[src/rtl/fft_bfly_seq_ctrl.sv]
// ---------------------------------------------------------------------------
// fft_bfly_seq_ctrl
//
// Sequencer for the 16-lane radix-2 butterfly of the 512-point FFT. It loads
// one frame of BLK blocks from the sample source into the working buffer.
// It then runs STAGES passes over the buffer. Each pass streams every block
// through the butterfly and writes the results back in place. The sequencer
// also supplies the stage index and the twiddle base address, and it pulses
// frame_done when the frame is complete.
//
// Optional feature (compile-time macro FFT_SEQ_CHK_EN):
//   defined   -> adds the sticky seq_err output. It flags butterfly results
//                that arrive outside a pass, or more results than reads.
//   undefined -> no seq_err port and no checking logic.
//
// Ports:
//   clk          clock
//   rstn         asynchronous reset, active-low
//   start        one-cycle frame start request (honoured in IDLE only)
//   abort        synchronous abort back to IDLE
//   in_valid     source presents one 16-sample block
//   in_ready     block accepted from the source (LOAD only)
//   rd_en        buffer read strobe (buffer has 1-cycle read latency)
//   rd_addr      buffer block read address
//   bf_valid_in  butterfly valid_in, rd_en delayed by one cycle
//   bf_valid_out butterfly result valid
//   wr_en        buffer write strobe
//   wr_sel       0 = write source data, 1 = write butterfly result
//   wr_addr      buffer block write address
//   stage        current pass index 0..STAGES-1
//   tw_base      twiddle base for the block currently entering the butterfly
//   busy         high in every state except IDLE
//   frame_done   one-cycle pulse at frame completion
//   seq_err      sticky sequencing error (FFT_SEQ_CHK_EN only)
// ---------------------------------------------------------------------------
module fft_bfly_seq_ctrl #(
  parameter int  NUM    = 16,
  parameter int  DATA   = 512,
  parameter int  STAGES = 9,
  localparam int BLK    = DATA / NUM,
  localparam int AW     = $clog2(BLK),
  localparam int TW     = $clog2(DATA / 2)
) (
  input  logic          clk,
  input  logic          rstn,
  input  logic          start,
  input  logic          abort,
  input  logic          in_valid,
  output logic          in_ready,
  output logic          rd_en,
  output logic [AW-1:0] rd_addr,
  output logic          bf_valid_in,
  input  logic          bf_valid_out,
  output logic          wr_en,
  output logic          wr_sel,
  output logic [AW-1:0] wr_addr,
  output logic [3:0]    stage,
  output logic [TW-1:0] tw_base,
  output logic          busy,
  output logic          frame_done
`ifdef FFT_SEQ_CHK_EN
  ,
  output logic          seq_err
`endif
);

  typedef enum logic [2:0] {
    IDLE,
    LOAD,
    ISSUE,
    DRAIN,
    DONE
  } state_t;

  localparam logic [AW-1:0] LAST_BLK   = AW'(BLK - 1);
  localparam logic [3:0]    LAST_STAGE = 4'(STAGES - 1);

  state_t        state;
  logic [AW-1:0] ld_cnt;
  logic [AW-1:0] rd_cnt;
  logic [AW-1:0] wb_cnt;
  logic [AW-1:0] blkq;
  logic          pass_active;
  logic          load_fire;
  logic          wb_fire;

  // Simple status decodes of the state register. Abort suppresses any write
  // in its own cycle, so nothing lands in the buffer while we bail out.
  assign pass_active = (state == ISSUE) || (state == DRAIN);
  assign load_fire   = (state == LOAD) && in_valid && !abort;
  assign wb_fire     = pass_active && bf_valid_out && !abort;

  assign in_ready   = (state == LOAD);
  assign rd_en      = (state == ISSUE);
  assign rd_addr    = rd_cnt;
  assign busy       = (state != IDLE);
  assign frame_done = (state == DONE);

  // The write port is shared by the load path and the write-back path.
  // The strobe must line up with the data that the source or butterfly
  // presents in this same cycle, so it is decoded directly here. The two
  // paths never overlap because they live in different states.
  assign wr_en   = load_fire || wb_fire;
  assign wr_sel  = wb_fire;
  assign wr_addr = wb_fire ? wb_cnt : ld_cnt;

  // Twiddle base = (block * NUM) << stage, modulo DATA/2. The TW-bit cast
  // provides the modulo for free.
  assign tw_base = TW'((32'(blkq) * NUM) << stage);

  // Main sequencer. Reads and write-backs are counted independently, so a
  // pass can overlap its tail reads with early results. The pass ends on
  // the last write-back, not on the last read. Each counter only returns
  // to zero through a state change.
  always_ff @(posedge clk or negedge rstn) begin
    if (!rstn) begin
      state  <= IDLE;
      ld_cnt <= '0;
      rd_cnt <= '0;
      wb_cnt <= '0;
      stage  <= '0;
    end else if (abort) begin
      state  <= IDLE;
      ld_cnt <= '0;
      rd_cnt <= '0;
      wb_cnt <= '0;
      stage  <= '0;
    end else begin
      case (state)
        IDLE: begin
          if (start) begin
            state  <= LOAD;
            ld_cnt <= '0;
            stage  <= '0;
          end
        end
        LOAD: begin
          if (in_valid) begin
            if (ld_cnt == LAST_BLK) begin
              state  <= ISSUE;
              ld_cnt <= '0;
              rd_cnt <= '0;
              wb_cnt <= '0;
            end else begin
              ld_cnt <= ld_cnt + 1'b1;
            end
          end
        end
        ISSUE, DRAIN: begin
          if (state == ISSUE) begin
            if (rd_cnt == LAST_BLK) begin
              state <= DRAIN;
            end else begin
              rd_cnt <= rd_cnt + 1'b1;
            end
          end
          if (bf_valid_out) begin
            if (wb_cnt == LAST_BLK) begin
              rd_cnt <= '0;
              wb_cnt <= '0;
              if (stage == LAST_STAGE) begin
                state <= DONE;
              end else begin
                stage <= stage + 4'd1;
                state <= ISSUE;
              end
            end else begin
              wb_cnt <= wb_cnt + 1'b1;
            end
          end
        end
        DONE: begin
          state <= IDLE;
        end
        default: begin
          state <= IDLE;
        end
      endcase
    end
  end

  // The buffer returns data one cycle after the read, so the butterfly
  // valid and the block address used for the twiddle lookup are delayed
  // together. That keeps tw_base aligned with bf_valid_in.
  always_ff @(posedge clk or negedge rstn) begin
    if (!rstn) begin
      bf_valid_in <= 1'b0;
      blkq        <= '0;
    end else begin
      bf_valid_in <= rd_en;
      blkq        <= rd_cnt;
    end
  end

`ifdef FFT_SEQ_CHK_EN
  // Sticky sequencing checker. It sets on a result outside a pass, and on
  // a result that would outnumber the reads issued so far in the pass.
  // Only reset or an accepted start clears it, and a set wins over a clear.
  always_ff @(posedge clk or negedge rstn) begin
    if (!rstn) begin
      seq_err <= 1'b0;
    end else begin
      if ((state == IDLE) && start && !abort) begin
        seq_err <= 1'b0;
      end
      if (bf_valid_out && !pass_active) begin
        seq_err <= 1'b1;
      end
      if (bf_valid_out && (state == ISSUE) && (wb_cnt >= rd_cnt)) begin
        seq_err <= 1'b1;
      end
    end
  end
`endif

endmodule

[config.mk]
export PLATFORM = sky130hd
export DESIGN_NAME = fft_bfly_seq_ctrl
export DESIGN_NICKNAME = d
export VERILOG_FILES = /design/src/rtl/fft_bfly_seq_ctrl.sv
export SDC_FILE = /design/constraint.sdc
export NUM_CORES = 1
export LEC_CHECK = 0
export CAP_MARGIN = 10
export CORE_ASPECT_RATIO = 0.5
export CORE_MARGIN = 5
export CORE_UTILIZATION = 60
export CTS_CLUSTER_DIAMETER = 120
export DETAILED_ROUTE_END_ITERATION = 10
export DONT_BUFFER_PORTS = 1
export PLACE_DENSITY = 0.76
export SLEW_MARGIN = 20
export SYNTH_ARGS = -nofsm -noshare
export SYNTH_HDL_FRONTEND = slang
export SYNTH_SLANG_ARGS = --single-unit
[constraint.sdc]
create_clock -name clk -period 2.1 [get_ports clk]
set_input_delay 0.105 -clock clk [delete_from_list [all_inputs] [get_ports clk]]
set_output_delay 0.105 -clock clk [all_outputs]
set_load 0.005 [all_outputs]
Word-level counts from Yosys, hierarchy flattened
Cells that the tools add are included.
Cells by class
  add/sub/neg operators: 4
  equality and inequality tests: 14
  shift-type cells: 1
  mux-type cells: 34
  reductions and logical operators: 18
Operators by type and width (number)
  5-bit two-way mux: 15
  5-bit case mux with 2 select lines: 3
  3-bit two-way mux: 9
  4-bit two-way mux: 5
  5-bit by 1-bit adder with 5-bit output, second input constant: 3
  5-bit == test, second input constant: 3
  3-bit inequality test, second input constant: 5
  3-bit nonzero test: 4
  3-bit case mux with 3 select lines: 1
  3-bit AND reduction: 3
  9-bit by 4-bit << shifter with 8-bit output: 1
  4-bit case mux with 2 select lines: 1
  3-bit by 2-bit == test with 1-bit output, second input constant: 2
  5-bit AND reduction: 1
  4-bit by 1-bit adder with 4-bit output, second input constant: 1
  4-bit == test, second input constant: 1
  1-bit logical AND: 4
  4-bit AND reduction: 1
  3-bit by 1-bit == test with 1-bit output, second input constant: 1
  3-bit == test, second input constant: 1
  3-bit zero test: 1
  3-bit by 2-bit inequality test with 1-bit output, second input constant: 1
  1-bit logical OR: 2
  2-bit OR reduction: 1
  1-bit zero test: 1
Storage, ports and cells
  flip-flop bits (word level): 28
  bits of input ports: 6

Logic depth before layout (Yosys ltp)
  depth in word-level cells: 7
  mapped depth: 8

Worst setup path after synthesis
Ideal clock, no wire load.
  kind: reg-to-reg
  start: register ld_cnt[0]
  end: register wb_cnt[3]
  arrival time: 1.794 ns
  data required time: 1.990 ns
  path slack: 0.196 ns
  stages on the path, launching flop included: 8
  path buffers: 0
  cell sequence: dfrtp_1 ha_1 and3_1 ha_1 and3_1 a211oi_1 o21ai_0 o41ai_1
Between the ends
  word-level cells in the longest chain between the ends: 3
Ends and longest elaborated chain
  from (decl): line 79  | logic [AW-1:0] ld_cnt;
  from (signal assigned): line 145  | ld_cnt <= ld_cnt + 1'b1;
  5-bit == test: line 139  | if (ld_cnt == LAST_BLK) begin
  3-bit by 2-bit inequality test with 1-bit output (no source line)
  4-bit AND reduction (no source line)
  to (signal assigned): line 168  | wb_cnt <= wb_cnt + 1'b1;
  to (decl): line 81  | logic [AW-1:0] wb_cnt;
Every way passes these cells.
A chain may end at the register's enable or synchronous reset.

Final worst setup path
  start: register wb_cnt[0]
  end: register rd_cnt[3], in the netlist rd_addr[3]
Between the ends
  word-level cells in the longest chain between the ends: 5
Ends and longest elaborated chain
  5-bit == test: line 158  | if (wb_cnt == LAST_BLK) begin
  5-bit two-way mux: line 158
  5-bit two-way mux: line 157  | if (bf_valid_out) begin
  5-bit case mux with 2 select lines: line 129  | case (state)
  5-bit two-way mux: line 122  | end else if (abort) begin
  to (signal assigned): line 154  | rd_cnt <= rd_cnt + 1'b1;
  to (decl): line 80  | logic [AW-1:0] rd_cnt;
Every way passes these cells.

==> results.sh <==
export IMPL_combPwrFrac_pct=8.3
export IMPL_cts_tree="yes"
export IMPL_portBuffers=0
export IMPL_synth_mux_area_share_pct=5.517
export IMPL_synth_adder_area_share_pct=5.364
export IMPL_grt_use_total_pct=20.02
export IMPL_period_minus_slack_ps=1914
export IMPL_synth_top_family_by_area="simple AND/OR/NAND/NOR gates"
export IMPL_first_pass_iters=4
export IMPL_cts_max_path_buffers=2
export IMPL_hp_class="in -> reg"
export IMPL_yosysTopAreaCellShare_pct=41.38
export IMPL_placedCellCount=207
export IMPL_fin_skew_ps=1.902
export IMPL_fin_crit_sh_pct=91.16
export IMPL_start_util_pct=62.74
export IMPL_synth_edf_count=0
export IMPL_synthCells=177
export IMPL_crit_chain="ha_1 -> and3_1 -> ha_1 -> nand2_1 -> and2_1 -> a31oi_1 -> a21oi_1"
export IMPL_drive_gt1_share_pct=11.30
export IMPL_grt_pass1_wl_mm=6.154
export IMPL_cp_common_cell="ha_1"
export IMPL_crit_buf_inv=0
export IMPL_peakVddDrop_mv=0.3058
export IMPL_crit_path_start="wb_cnt[0]$_DFFE_PN0P_"
export IMPL_postSynthAreaPerCell_um2=9.225
export IMPL_num_antenna_cells=0
export IMPL_drtAntennaViolNets=0
export IMPL_synthArstFlopShare_pct=100.0
export IMPL_r2r_start="wb_cnt[0]$_DFFE_PN0P_"
export IMPL_cp_required_ps=2250
export IMPL_clk_latency_ps=270
export IMPL_switching_share_pct=23.38
export IMPL_crit_type="reg -> reg"
export IMPL_worstSetupStartpointType="flop"
export IMPL_synthFlopType="dfrtp_1"
export IMPL_arrival_ps=2070
export IMPL_powerDensity_nw_per_um2=517.8
export IMPL_num_rows=13
export IMPL_cts_setup_buffers=0
export IMPL_grt_pass1_vias=1242
export IMPL_via_per_inst=6.196
export IMPL_reg2reg_to="rd_addr[3]$_DFFE_PN0P_"
export IMPL_clock_fmax_mhz=522.4
export IMPL_cts_inserted_buffers=3
export IMPL_vias=1326
export IMPL_grt_max_degree=28
export IMPL_slowest_stage="dfrtp_1"
export IMPL_pwr_share_seq_pct=59.3
export IMPL_core_um2=2603
export IMPL_detail_route_wl_per_cell_um=16.64
export IMPL_report_final_setup_viol=0
export IMPL_numClockSinks=27
export IMPL_synth_simple_area_share_pct=25.06
export IMPL_die_area_um2=3928
export IMPL_chipWidth_um=83.78
export IMPL_p_int_mw=0.6866
export IMPL_cap_violations=0
export IMPL_holdWs_ps=13.03
export IMPL_dpl_hpwl_mm=2.528
export IMPL_path_depth=7
export IMPL_path_max_fanout=9
export IMPL_synthXorXnorAreaFrac_pct=0.5364
export IMPL_area_growth_pct=5.977
export IMPL_yosysTopAreaCell="dfrtp_1"
export IMPL_clkSlewWorstSetupHoldPaths_ps=90
export IMPL_reg2reg_depth=7
export IMPL_cpPeakStageDelay_ps=430
export IMPL_synth_seq_area_share_pct=41.38
export IMPL_status="completed"
export IMPL_relSlewSlack_pct=55.91
export IMPL_p_sw_mw=0.2095
export IMPL_antenna_found_initial=0
export IMPL_cts_root_buf="clkbuf_8"
export IMPL_crit_end="rd_addr[3]$_DFFE_PN0P_"
export IMPL_p_clk_share_pct=32.4
export IMPL_slew_viol_final=0
export IMPL_routed_wl_mm=3.562
export IMPL_rrSetupSlack_ps=190
export IMPL_p_leak_nw=0.7608
export IMPL_synth_warnings=0
export IMPL_synth_area_top_cells="dfrtp_1 (41%), nand2_1 (6.0%), ha_1 (5.4%), nand3_1 (3.1%), o21ai_0 (2.8%)"
export IMPL_drc_errors=0
export IMPL_synth_compound_area_share_pct=16.17
export IMPL_hold_viol=0
export IMPL_rsz0062_at_grt="no"
export IMPL_critPathTopFamily="simple AND/OR/NAND/NOR gates"
export IMPL_critPathCaptureType="flop"
export IMPL_final_nets=191
export IMPL_drt_initial_drc_count=71
export IMPL_ys_seq_elements=27
export IMPL_die_y_um=46.89
export IMPL_fin_cells=214
export IMPL_synth_cell_type_count=46
export IMPL_cts_max_level=1
export IMPL_gp_congestion=0.8319
export IMPL_finalSetupTns_ps=0
export IMPL_grt_ovfl_total=0
export IMPL_io_pins=35
export IMPL_syn_area_um2=1633
export IMPL_worst_pin_slew_ps=644.7
## worst reg2reg max path, stage by stage, from the launching register on
cell and delay (ps):
dfrtp_1 430, ha_1 220, and3_1 170, ha_1 320
nand2_1 170, and2_1 240, a31oi_1 190, a21oi_1 60
## cell type report
cell class	instances	area, um^2
multi-input combinational	135	884.6
clock inverter	1	5.005
timing repair buffer	5	55.05
sequential	27	675.6
inverter	6	22.52
tap	37	46.29
fill	222	872.1
clock buffer	3	41.29
## repair_timing
item,in CTS,in global routing
setup endpoints to repair,0,9
endpoints found under the hold margin,34,0
hold buffers,3,0
resized for setup,0,3
## power groups by stage
stage / registers, mW / clock network, mW / logic, mW
3_3_place_gp: 0.542 / 0 / 0.0536
6_report: 0.531 / 0.290 / 0.0746
4_1_cts: 0.531 / 0.296 / 0.0750
3_5_place_dp: 0.542 / 0 / 0.0543
2_1_floorplan: 0.538 / 0 / 0.0600
5_1_grt: 0.533 / 0.318 / 0.0838
## worst min-delay path by stage
stage               start                     end  slack, ps  cells past startpoint
finish              abort    stage[1]$_DFFE_PN0P_         10                      2
global route        abort    stage[1]$_DFFE_PN0P_         20                      2
CTS                 abort    stage[1]$_DFFE_PN0P_          6                      2
detailed placement   rstn  rd_addr[4]$_DFFE_PN0P_       -190                      0
global placement     rstn  rd_addr[2]$_DFFE_PN0P_       -190                      0
floorplan            rstn   bf_valid_in$_DFF_PN0_       -190                      0
## logic make-up (layout without fill, tap and decap cells)
kind of cell | count (synthesis) | after routing
adders and majority gates | 7 | 7
muxes | 8 | 8
AOI/OAI and AO/OA | 38 | 38
other | 1 | 4
and+or+nand+nor | 77 | 77
buffers and inverters | 18 | 15
xor gates and xnor gates | 1 | 1
DFF | 27 | 27
## sequential cells by signal, indices dropped and copies added, names as in the netlist
register	count
state	3
blkq	4
stage	4
ld_cnt	5
wb_cnt	5
rd_addr	5
bf_valid_in	1
## placed cells by master, fill, tap and decap left out, drive strengths merged, types with 4 or more instances in the layout
master / instances
conb: 4
nor4: 4
a211oi: 4
inv: 6
nor3b: 5
nor2: 10
nand3: 10
o21ai: 9
a21oi: 7
nor3: 4
mux2: 5
nand2: 26
and3: 5
ha: 7
dfrtp: 27
a31oi: 5
## per-layer routing
metal | GRT usage (%) | vias up | wire, um
li1 | - | 646 | -
met1 | 26.22 | 634 | 1631
met2 | 34.28 | 39 | 1649
met3 | 6.305 | 7 | 254
met4 | 3.526 | 0 | 27
met5 | 0 | - | 0
## Yosys cell counts, types with 2 or more instances
cell type	number
inv_1	6
a211oi_1	3
buf_4	4
nand4_1	3
dfrtp_1	27
nor2_1	9
o21ai_0	9
nor4_1	2
a41oi_1	2
nor4_2	2
ha_1	7
a22o_1	2
nand3_1	10
and2_1	2
mux2_2	4
o31ai_1	2
nor3b_1	4
nor2b_1	3
and3_1	5
a21oi_1	6
a31oi_1	5
nand2_1	26
o32ai_1	2
nor3_1	4
clkbuf_1	3
mux2i_1	3
buf_2	3
## through the flow
stage	power [mW]	utilization (%)	worst slack, ps	area [um^2]
after global placement	0.5952	62.79	227.7	1634
after floorplan	0.5977	-	196.2	1644
after detailed placement	0.5962	62.79	128.9	1634
final	0.8961	66.49	185.7	1730
after CTS	0.9027	66.11	73.50	1720
after global routing	0.9349	66.49	20.97	1730
Note: power is estimated with default switching activity, not from simulation.
